**src/rtl/multicycle_ctrl_if.sv**
```systemverilog
// Control bundle between the multicycle sequencing FSM and the datapath/memory port.
// The controller sits on the master side. The datapath sits on the slave side.
interface multicycle_ctrl_if;
    logic [1:0] op;
    logic [5:0] funct;
    logic [3:0] rd;
    logic       cond_ex;
    logic       mem_ready;

    logic       mem_req;
    logic       mem_we;
    logic       ir_write;
    logic       pc_write;
    logic       reg_write;
    logic       flag_write;
    logic       branch_link;
    logic       adr_src;
    logic [1:0] alu_src_a;
    logic [1:0] alu_src_b;
    logic       alu_op;
    logic [1:0] result_src;
    logic       illegal;
    logic       bus_fault;
    logic [3:0] state;

    modport master (
        input  op, funct, rd, cond_ex, mem_ready,
        output mem_req, mem_we, ir_write, pc_write, reg_write, flag_write,
               branch_link, adr_src, alu_src_a, alu_src_b, alu_op,
               result_src, illegal, bus_fault, state
    );

    modport slave (
        output op, funct, rd, cond_ex, mem_ready,
        input  mem_req, mem_we, ir_write, pc_write, reg_write, flag_write,
               branch_link, adr_src, alu_src_a, alu_src_b, alu_op,
               result_src, illegal, bus_fault, state
    );
endinterface

```
**src/rtl/multicycle_ctrl.sv**
```systemverilog
// Main sequencing FSM for the multicycle ARM core: fetch, decode, execute, memory, writeback.
// Outputs are decoded from state. Only the fetch strobes and the timeout path look at mem_ready.
module multicycle_ctrl #(
    parameter int MEM_TIMEOUT = 16
) (
    input logic               clk,
    input logic               reset_n,
    multicycle_ctrl_if.master bus
);

    localparam int CNT_W = $clog2(MEM_TIMEOUT + 1);

    typedef enum logic [3:0] {
        FETCH  = 4'd0,
        DECODE = 4'd1,
        MEMADR = 4'd2,
        MEMRD  = 4'd3,
        MEMWB  = 4'd4,
        MEMWR  = 4'd5,
        EXECR  = 4'd6,
        EXECI  = 4'd7,
        ALUWB  = 4'd8,
        BRANCH = 4'd9
    } state_t;

    state_t           state_q;
    state_t           state_d;
    logic [CNT_W-1:0] wait_cnt;
    logic             waiting;
    logic             timeout;
    logic             dp_writes_reg;
    logic             unused_funct;

    assign unused_funct = ^bus.funct[2:1];

    // The memory-wait states share a single cycle counter.
    // A timeout fires on the last permitted wait cycle when the memory is still not ready.
    assign waiting = (state_q == FETCH) || (state_q == MEMRD) || (state_q == MEMWR);
    assign timeout = waiting && !bus.mem_ready && (wait_cnt == CNT_W'(MEM_TIMEOUT - 1));

    // TST/TEQ/CMP/CMN (opcode 10xx) only update flags.
    assign dp_writes_reg = (bus.funct[4:3] != 2'b10);

    assign bus.state = reset_n ? state_q : 4'd0;

    always_ff @(posedge clk) begin
        if (!reset_n) begin
            state_q  <= FETCH;
            wait_cnt <= '0;
        end else begin
            state_q <= state_d;
            if ((state_d != state_q) || timeout) begin
                wait_cnt <= '0;
            end else if (waiting && !bus.mem_ready) begin
                wait_cnt <= wait_cnt + CNT_W'(1);
            end
        end
    end

    always_comb begin
        state_d         = state_q;
        bus.mem_req     = 1'b0;
        bus.mem_we      = 1'b0;
        bus.ir_write    = 1'b0;
        bus.pc_write    = 1'b0;
        bus.reg_write   = 1'b0;
        bus.flag_write  = 1'b0;
        bus.branch_link = 1'b0;
        bus.adr_src     = 1'b0;
        bus.alu_src_a   = 2'd0;
        bus.alu_src_b   = 2'd0;
        bus.alu_op      = 1'b0;
        bus.result_src  = 2'd0;
        bus.illegal     = 1'b0;
        bus.bus_fault   = timeout;

        case (state_q)
            FETCH: begin
                bus.mem_req    = 1'b1;
                bus.alu_src_a  = 2'd1;
                bus.alu_src_b  = 2'd2;
                bus.result_src = 2'd2;
                if (!timeout && bus.mem_ready) begin
                    bus.ir_write = 1'b1;
                    bus.pc_write = 1'b1;
                    state_d      = DECODE;
                end
            end
            DECODE: begin
                bus.alu_src_a  = 2'd1;
                bus.alu_src_b  = 2'd2;
                bus.result_src = 2'd2;
                if (!bus.cond_ex) begin
                    state_d = FETCH;
                end else begin
                    case (bus.op)
                        2'b00:   state_d = bus.funct[5] ? EXECI : EXECR;
                        2'b01:   state_d = MEMADR;
                        2'b10:   state_d = BRANCH;
                        default: begin
                            bus.illegal = 1'b1;
                            state_d     = FETCH;
                        end
                    endcase
                end
            end
            MEMADR: begin
                bus.alu_src_a = 2'd0;
                bus.alu_src_b = 2'd1;
                state_d       = bus.funct[0] ? MEMRD : MEMWR;
            end
            MEMRD: begin
                bus.mem_req = 1'b1;
                bus.adr_src = 1'b1;
                if (timeout) begin
                    state_d = FETCH;
                end else if (bus.mem_ready) begin
                    state_d = MEMWB;
                end
            end
            MEMWB: begin
                bus.result_src = 2'd1;
                bus.reg_write  = 1'b1;
                bus.pc_write   = (bus.rd == 4'd15);
                state_d        = FETCH;
            end
            MEMWR: begin
                bus.mem_req = 1'b1;
                bus.adr_src = 1'b1;
                bus.mem_we  = !timeout;
                if (timeout || bus.mem_ready) begin
                    state_d = FETCH;
                end
            end
            EXECR: begin
                bus.alu_src_a = 2'd0;
                bus.alu_src_b = 2'd0;
                bus.alu_op    = 1'b1;
                state_d       = ALUWB;
            end
            EXECI: begin
                bus.alu_src_a = 2'd0;
                bus.alu_src_b = 2'd1;
                bus.alu_op    = 1'b1;
                state_d       = ALUWB;
            end
            ALUWB: begin
                bus.result_src = 2'd0;
                bus.flag_write = bus.funct[0];
                bus.reg_write  = dp_writes_reg;
                bus.pc_write   = dp_writes_reg && (bus.rd == 4'd15);
                state_d        = FETCH;
            end
            BRANCH: begin
                bus.alu_src_a   = 2'd0;
                bus.alu_src_b   = 2'd1;
                bus.result_src  = 2'd2;
                bus.pc_write    = 1'b1;
                bus.branch_link = bus.funct[4];
                bus.reg_write   = bus.funct[4];
                state_d         = FETCH;
            end
            default: begin
                bus.bus_fault = 1'b0;
                state_d       = FETCH;
            end
        endcase

        // While in reset, every strobe and select is held low, whatever the state register holds.
        if (!reset_n) begin
            bus.mem_req     = 1'b0;
            bus.mem_we      = 1'b0;
            bus.ir_write    = 1'b0;
            bus.pc_write    = 1'b0;
            bus.reg_write   = 1'b0;
            bus.flag_write  = 1'b0;
            bus.branch_link = 1'b0;
            bus.adr_src     = 1'b0;
            bus.alu_src_a   = 2'd0;
            bus.alu_src_b   = 2'd0;
            bus.alu_op      = 1'b0;
            bus.result_src  = 2'd0;
            bus.illegal     = 1'b0;
            bus.bus_fault   = 1'b0;
        end
    end

endmodule

```
**src/flat_wrapper.sv**
```systemverilog
// flat-port wrapper written by rule: the top's interface ports become plain ports
module multicycle_ctrl_flat 
#(
    parameter int MEM_TIMEOUT = 16
)
  (clk, reset_n, bus_op, bus_funct, bus_rd, bus_cond_ex, bus_mem_ready, bus_mem_req, bus_mem_we, bus_ir_write, bus_pc_write, bus_reg_write, bus_flag_write, bus_branch_link, bus_adr_src, bus_alu_src_a, bus_alu_src_b, bus_alu_op, bus_result_src, bus_illegal, bus_bus_fault, bus_state);
  multicycle_ctrl_if bus_i ();
  input logic clk;
  input logic reset_n;
  input wire logic [$bits(bus_i.op)-1:0] bus_op;
  input wire logic [$bits(bus_i.funct)-1:0] bus_funct;
  input wire logic [$bits(bus_i.rd)-1:0] bus_rd;
  input wire logic [$bits(bus_i.cond_ex)-1:0] bus_cond_ex;
  input wire logic [$bits(bus_i.mem_ready)-1:0] bus_mem_ready;
  output wire logic [$bits(bus_i.mem_req)-1:0] bus_mem_req;
  output wire logic [$bits(bus_i.mem_we)-1:0] bus_mem_we;
  output wire logic [$bits(bus_i.ir_write)-1:0] bus_ir_write;
  output wire logic [$bits(bus_i.pc_write)-1:0] bus_pc_write;
  output wire logic [$bits(bus_i.reg_write)-1:0] bus_reg_write;
  output wire logic [$bits(bus_i.flag_write)-1:0] bus_flag_write;
  output wire logic [$bits(bus_i.branch_link)-1:0] bus_branch_link;
  output wire logic [$bits(bus_i.adr_src)-1:0] bus_adr_src;
  output wire logic [$bits(bus_i.alu_src_a)-1:0] bus_alu_src_a;
  output wire logic [$bits(bus_i.alu_src_b)-1:0] bus_alu_src_b;
  output wire logic [$bits(bus_i.alu_op)-1:0] bus_alu_op;
  output wire logic [$bits(bus_i.result_src)-1:0] bus_result_src;
  output wire logic [$bits(bus_i.illegal)-1:0] bus_illegal;
  output wire logic [$bits(bus_i.bus_fault)-1:0] bus_bus_fault;
  output wire logic [$bits(bus_i.state)-1:0] bus_state;
  assign bus_i.op = bus_op;
  assign bus_i.funct = bus_funct;
  assign bus_i.rd = bus_rd;
  assign bus_i.cond_ex = bus_cond_ex;
  assign bus_i.mem_ready = bus_mem_ready;
  assign bus_mem_req = bus_i.mem_req;
  assign bus_mem_we = bus_i.mem_we;
  assign bus_ir_write = bus_i.ir_write;
  assign bus_pc_write = bus_i.pc_write;
  assign bus_reg_write = bus_i.reg_write;
  assign bus_flag_write = bus_i.flag_write;
  assign bus_branch_link = bus_i.branch_link;
  assign bus_adr_src = bus_i.adr_src;
  assign bus_alu_src_a = bus_i.alu_src_a;
  assign bus_alu_src_b = bus_i.alu_src_b;
  assign bus_alu_op = bus_i.alu_op;
  assign bus_result_src = bus_i.result_src;
  assign bus_illegal = bus_i.illegal;
  assign bus_bus_fault = bus_i.bus_fault;
  assign bus_state = bus_i.state;
  multicycle_ctrl #(.MEM_TIMEOUT(MEM_TIMEOUT)) u_core (.clk(clk), .reset_n(reset_n), .bus(bus_i));
endmodule
```
**config.mk**
```make
export PLATFORM = sky130hd
export DESIGN_NAME = multicycle_ctrl_flat
export DESIGN_NICKNAME = d
export VERILOG_FILES = /design/src/rtl/multicycle_ctrl_if.sv /design/src/rtl/multicycle_ctrl.sv /design/src/flat_wrapper.sv
export SDC_FILE = /design/constraint.sdc
export NUM_CORES = 1
export LEC_CHECK = 0
export BUFFER_PORTS_ARGS = -buffer_cell sky130_fd_sc_hd__buf_2
export CORE_ASPECT_RATIO = 0.7
export CORE_MARGIN = 2
export CORE_UTILIZATION = 23
export DETAILED_ROUTE_END_ITERATION = 6
export GPL_TIMING_DRIVEN = 0
export HOLD_SLACK_MARGIN = 0.06
export PLACE_DENSITY = 0.51
export SYNTH_ARGS = -nofsm -noshare
export SYNTH_HDL_FRONTEND = slang
export SYNTH_SLANG_ARGS = --single-unit
```
**constraint.sdc**
```tcl
create_clock -name clk -period 4.35 [get_ports clk]
set_input_delay 0.2175 -clock clk [delete_from_list [all_inputs] [get_ports clk]]
set_output_delay 0.2175 -clock clk [all_outputs]
set_load 0.05 [all_outputs]
```
# --- After elaboration in Yosys (flattened, before gate mapping) ---
# Cells that the tools add are included.
# Widths: inputs -> output; s select.
word_totals:
  regBits: 9
  word_cells: 81
  in_bits: 16
  output_inout_bits: 21
op_classes:
  reduce_logical: 21
  n_mux: 41
  bitwise_logic: 1
  n_eq_ne: 15
  n_addsub: 1
op_table:
  columns: ["op", "count"]
  rows:
  - ["$mux 1", 26]
  - ["$mux 4", 6]
  - ["$pmux 4 s6", 1]
  - ["$eq 4x3->1 const B", 4]
  - ["$eq 4x4->1 const B", 3]
  - ["$pmux 4 s3", 1]
  - ["$reduce_or 3->1", 4]
  - ["$reduce_or 10->1", 1]
  - ["$eq 4x2->1 const B", 2]
  - ["$pmux 2 s2", 2]
  - ["$reduce_or 2->1", 4]
  - ["$add 5x1->5 const B", 1]
  - ["$eq 5x4->1 const B", 1]
  - ["$eq 4x1->1 const B", 1]
  - ["$logic_and 1x1->1", 4]
  - ["$logic_not 4->1", 1]
  - ["$logic_or 1x1->1", 4]
  - ["$mux 2", 2]
  - ["$ne 4x4->1", 1]
  - ["$pmux 1 s4", 1]
  - ["$mux 3", 1]
  - ["$pmux 1 s3", 1]
  - ["$eq 2x1->1 const B", 1]
  - ["$eq 2x2->1 const B", 1]
  - ["4 further kinds", 5]

# --- Logic depth before layout (Yosys ltp) ---
logic_depth:
  word_depth: 12
  ltp_mapped: 8
  mapped_depth_nobuf: 8

# --- Least setup slack after synthesis ---
# OpenSTA, ideal clock, no wires.
synth_timing:
  path_kind: "flip-flop to output port"
  start: "register u_core.state_q[2]"
  end: "output bus_result_src[1]"
  t_required_ns: 4.133
  path_buffers: 2
  path_stages_with_launch: 4
  arrival_time_ns: 3.126
  path_slack_ns: 1.007
  cell_sequence: "dfxtp_1 > buf_2 > clkbuf_1 > a2111oi_0"
synth_between:
  elab_chain_cells: 4
  word_cells_on_any_way: 7
synth_lines:
  columns: ["element", "line", "rtl"]
  rows:
  - ["start: declaration", "multicycle_ctrl.sv:26", "state_t state_q;"]
  - ["start signal: assignment", "multicycle_ctrl.sv:51", "state_q <= state_d;"]
  - ["$eq 4x4->1 (tied with other cells)", "multicycle_ctrl.sv:77", "case (state_q)"]
  - ["$reduce_or 3->1 (no source line)", null, null]
  - ["$pmux 2 s2 (*)", "multicycle_ctrl.sv:77", null]
  - ["$mux 2 (*)", "multicycle_ctrl.sv:170", "if (!reset_n) begin"]
  - ["end: declaration", "flat_wrapper.sv:26", "output wire logic [$bits(bus_i.result_src)-1:0] bus_result_src;"]
# Every way passes the cells marked *; elsewhere a longest branch is shown, timed or not.

# --- Final worst setup path ---
layout_timing:
  start: "register u_core.state_q[2]"
  end: "output bus_alu_src_b[0]"
layout_between:
  elab_chain_cells: 4
  word_cells_on_any_way: 9
layout_lines:
  columns: ["element", "line", "rtl"]
  rows:
  - ["$eq 4x4->1 (tied with other cells)", "multicycle_ctrl.sv:77", null]
  - ["$reduce_or 3->1 (no source line) / $reduce_or 2->1 (equally long branches)", null, null]
  - ["$pmux 2 s2 (*)", "multicycle_ctrl.sv:77", null]
  - ["$mux 2 (*)", "multicycle_ctrl.sv:170", null]
  - ["end: declaration", "flat_wrapper.sv:24", "output wire logic [$bits(bus_i.alu_src_b)-1:0] bus_alu_src_b;"]
# Marks and branches as above.

==> impl_metrics.prom <==
# TYPE chip_impl_metric gauge
chip_impl_metric{name="ir_drop",unit="V"} 0.0001014
chip_impl_metric{name="layout.area.seq",unit="um2"} 180.2
chip_impl_metric{name="die_outline_area",unit="um2"} 4349
chip_impl_info{name="start_kind",value="flip-flop"} 1
chip_impl_metric{name="grt_start_max_net_pins",unit=""} 11
chip_impl_metric{name="drive_gt1_share",unit="%"} 29.81
chip_impl_metric{name="fill_cells",unit=""} 408
chip_impl_metric{name="synthMuxAreaShare",unit="%"} 2.699
chip_impl_metric{name="via_count_of_the_first_global_routing_pass",unit=""} 854
chip_impl_info{name="post_synth_main_area_contributors",value="sky130_fd_sc_hd__dfxtp_1, sky130_fd_sc_hd__nor2_1, sky130_fd_sc_hd__nor3_1, sky130_fd_sc_hd__nand2_1, sky130_fd_sc_hd__and2_1"} 1
chip_impl_metric{name="grt_first_pass_wirelength",unit="um"} 3946
chip_impl_metric{name="routed-wl-met3",unit="um"} 90
chip_impl_info{name="synth_top_family_by_area",value="simple AND/OR/NAND/NOR gates"} 1
chip_impl_info{name="min-delay-path-class",value="input port to flip-flop"} 1
chip_impl_metric{name="worstPathArrival",unit="ps"} 2070
chip_impl_metric{name="cts.hold.buffers_added",unit=""} 0
chip_impl_metric{name="cts_made_buffers",unit=""} 3
chip_impl_metric{name="estimated_wirelength_of_the_detail_placed_design",unit="um"} 1979
chip_impl_metric{name="number_of_placement_rows",unit=""} 18
chip_impl_metric{name="area_used_by_multi_input_combinational_logic",unit="um2"} 620.6
chip_impl_metric{name="clk_lat_worst_skew",unit="ps"} 230
chip_impl_info{name="mostFrequentLayoutCell",value="sky130_fd_sc_hd__buf_2"} 1
chip_impl_metric{name="cts_setup_buffers",unit=""} 0
chip_impl_metric{name="hold_viol_final",unit=""} 0
chip_impl_metric{name="cts_num_sinks",unit=""} 9
chip_impl_metric{name="met2RoutedLength",unit="um"} 1072
chip_impl_metric{name="post_synthesis_cell_type_count",unit=""} 41
chip_impl_metric{name="synth-simple-area-share",unit="%"} 37.36
chip_impl_info{name="status",value="completed"} 1
chip_impl_metric{name="share_of_the_synthesized_netlist_area_taken_by_xor_and_xnor_gates",unit="%"} 3.977
chip_impl_metric{name="ctsHtreeMaxLevel",unit=""} 1
chip_impl_metric{name="insertedDiodeCount",unit=""} 0
chip_impl_metric{name="instances_no_fill",unit=""} 211
chip_impl_metric{name="fin_setup_tns",unit="ps"} 0
chip_impl_info{name="end_kind",value="output port"} 1
chip_impl_info{name="netlist.top_cell.by_area",value="sky130_fd_sc_hd__dfxtp_1"} 1
chip_impl_metric{name="cts_max_path_buffers",unit=""} 2
chip_impl_metric{name="post_synthesis_mean_instance_area",unit="um2"} 7.104
chip_impl_metric{name="clk_pin_slew",unit="ps"} 40
chip_impl_metric{name="compound_cell_area_share_of_the_yosys_netlist",unit="%"} 23.15
chip_impl_metric{name="post-route-period-util",unit="%"} 52.67
chip_impl_metric{name="fp.coreArea",unit="um2"} 3603
chip_impl_info{name="cts_tree",value="yes"} 1
chip_impl_info{name="ctsRootBufferMaster",value="sky130_fd_sc_hd__clkbuf_8"} 1
chip_impl_metric{name="final_net_count",unit=""} 180
chip_impl_info{name="critPathKind",value="flip-flop to output port"} 1
chip_impl_metric{name="cap_violations",unit=""} 0
chip_impl_info{name="highest_layer",value="met3"} 1
chip_impl_metric{name="placement.io_buffers",unit=""} 33
chip_impl_metric{name="achievable-frequency",unit="MHz"} 436.5
chip_impl_metric{name="final-max-slew-violation-count",unit=""} 0
chip_impl_metric{name="global_placer_s_final_weighted_congestion",unit=""} 0.8474
chip_impl_metric{name="i_o_pin_count",unit=""} 37
chip_impl_metric{name="total_power",unit="mW"} 0.2738
chip_impl_metric{name="mappedNetlistNets",unit=""} 142
chip_impl_metric{name="post-place-cells",unit=""} 207
chip_impl_metric{name="avgRoutedWirePerCell",unit="um"} 11.45
chip_impl_metric{name="grt_overflow",unit=""} 0
chip_impl_metric{name="reported_leakage_power",unit="nW"} 0.5375
chip_impl_metric{name="post_synth_instance_area",unit="um2"} 880.8
chip_impl_metric{name="synth_largest_type_area_fraction",unit="%"} 20.45
chip_impl_metric{name="final-setup-viol-count",unit=""} 0
chip_impl_metric{name="global_router_s_overall_resource_usage",unit="%"} 10.91
chip_impl_metric{name="number_of_optimization_iterations_in_the_first_detailed_route_pass",unit=""} 4
chip_impl_metric{name="postSynthRegisterBits",unit=""} 9
chip_impl_metric{name="holdWs",unit="ps"} 327.4
chip_impl_metric{name="syn_inst",unit=""} 124
chip_impl_metric{name="drt-total-wl",unit="um"} 2416
chip_impl_metric{name="cp_data_required_time",unit="ps"} 4130
chip_impl_metric{name="timing.critical_path.fanout_max",unit=""} 10
chip_impl_metric{name="initial_core_util",unit="%"} 24.44
chip_impl_metric{name="skew",unit="ps"} 4.008
chip_impl_metric{name="reg2reg_setup_slack",unit="ps"} 2260
chip_impl_metric{name="async_flop_share",unit="%"} 0
chip_impl_info{name="synth_ff_type",value="sky130_fd_sc_hd__dfxtp_1"} 1
chip_impl_metric{name="die-width",unit="um"} 77.97
chip_impl_metric{name="area_delta_synth_final",unit="%"} 30.97
chip_impl_metric{name="synth_seq_area_share",unit="%"} 20.45
chip_impl_metric{name="synth_enable_flop_cells",unit=""} 0
chip_impl_metric{name="via_count",unit=""} 969
chip_impl_metric{name="cts_repair_resize_count",unit=""} 0
chip_impl_metric{name="period_minus_slack",unit="ps"} 2291
chip_impl_metric{name="post_synth_fa_ha_maj_area_fraction",unit="%"} 2.841
chip_impl_info{name="unrepaired_setup_endpoints_after_global_routing",value="no"} 1
chip_impl_metric{name="detail_route.vias_per_cell",unit=""} 4.592
chip_impl_metric{name="drt_iter0_drc",unit=""} 84
chip_impl_info{name="layout_common_cells",value="sky130_fd_sc_hd__buf_2, sky130_fd_sc_hd__nor2_1, sky130_fd_sc_hd__nand2_1"} 1
chip_impl_metric{name="synth-warning-count",unit=""} 0
chip_impl_metric{name="number_of_antenna_violating_nets_in_the_routed_design",unit=""} 0
chip_impl_metric{name="die_height",unit="um"} 55.78
chip_impl_metric{name="detail_route.wirelength.met1",unit="um"} 1253
chip_impl_metric{name="initial_antenna_violation_count",unit=""} 0
chip_impl_metric{name="drt_drc_violations_left",unit=""} 0
chip_impl_metric{name="p_per_area",unit="nW/um2"} 237.3
synth_stat cells (3+ instances only):
library cell and instances:
sky130_fd_sc_hd__inv_1 5, sky130_fd_sc_hd__nor2_1 16, sky130_fd_sc_hd__and2_1 6, sky130_fd_sc_hd__and3_1 3, sky130_fd_sc_hd__clkbuf_1 4, sky130_fd_sc_hd__o21ai_0 7
sky130_fd_sc_hd__dfxtp_1 9, sky130_fd_sc_hd__nor2b_1 4, sky130_fd_sc_hd__nand2_1 11, sky130_fd_sc_hd__a21oi_1 5, sky130_fd_sc_hd__buf_2 4, sky130_fd_sc_hd__nor3_1 9
sky130_fd_sc_hd__xor2_1 3, sky130_fd_sc_hd__nand2b_1 5
final cells by class:
type                    count  area share, %
well taps                  50          5.423
plain buffers              11          5.315
flip-flops and latches      9          15.62
repair buffers             33          14.32
multi-input cells          99          53.80
clock buffers               4          3.905
inverters                   5          1.627
worst max-delay path, cell delays in order (launching register included):
cell                       delay (ps)
sky130_fd_sc_hd__dfxtp_1          360
sky130_fd_sc_hd__buf_2            240
sky130_fd_sc_hd__clkbuf_1         340
sky130_fd_sc_hd__nor2b_1          220
sky130_fd_sc_hd__nand2_1          100
sky130_fd_sc_hd__o21ai_0          110
sky130_fd_sc_hd__a22oi_1          110
sky130_fd_sc_hd__nor2_1            90
sky130_fd_sc_hd__buf_2            270
per-stage QoR:
stage / utilization, % / worst slack, ps / area (um2)
2_1_floorplan: - / 1007 / 880.8
3_3_place_gp: 30.76 / 2275 / 1109
3_5_place_dp: 30.76 / 2254 / 1109
4_1_cts: 32.01 / 2070 / 1154
5_1_grt: 32.01 / 1881 / 1154
6_report: 32.01 / 2059 / 1154
registers in the layout, indices dropped and copies added (netlist names):
name / cells
u_core.wait_cnt: 5
u_core.state_q: 4
per-layer routing:
metal,GRT usage [%],vias to the layer above
li1,-,506
met2,16.13,19
met4,1.504,0
met3,2.597,0
met1,16.32,444
met5,0,-
where the power goes:
group | internal, mW | leakage (nW) | switching, mW
combinational | 0.0297 | 0.442 | 0.0617
sequential | 0.0860 | 0.0730 | 0.00185
clock | 0.0637 | 0.0228 | 0.0308
total | 0.179 | 0.538 | 0.0944
worst paths after layout:
check                             startpoint                         endpoint  cells past startpoint
max             u_core.state_q[2]$_SDFF_PN0_                 bus_alu_src_b[0]                      8
min                                  reset_n     u_core.state_q[3]$_SDFF_PN0_                      2
max reg2reg  u_core.wait_cnt[0]$_SDFFE_PP0P_  u_core.wait_cnt[1]$_SDFFE_PP0P_                      8
min reg2reg  u_core.wait_cnt[1]$_SDFFE_PP0P_  u_core.wait_cnt[1]$_SDFFE_PP0P_                      2
kinds of logic after synthesis:
| family | after synthesis |
|---|---|
| adders and majority gates | 2 |
| other | 1 |
| buffers and inverters | 16 |
| xor gates and xnor gates | 4 |
| and+or+nand+nor | 63 |
| DFF | 9 |
| muxes | 2 |
| AOI/OAI and AO/OA | 27 |
Power figures use the tool's default switching activity.
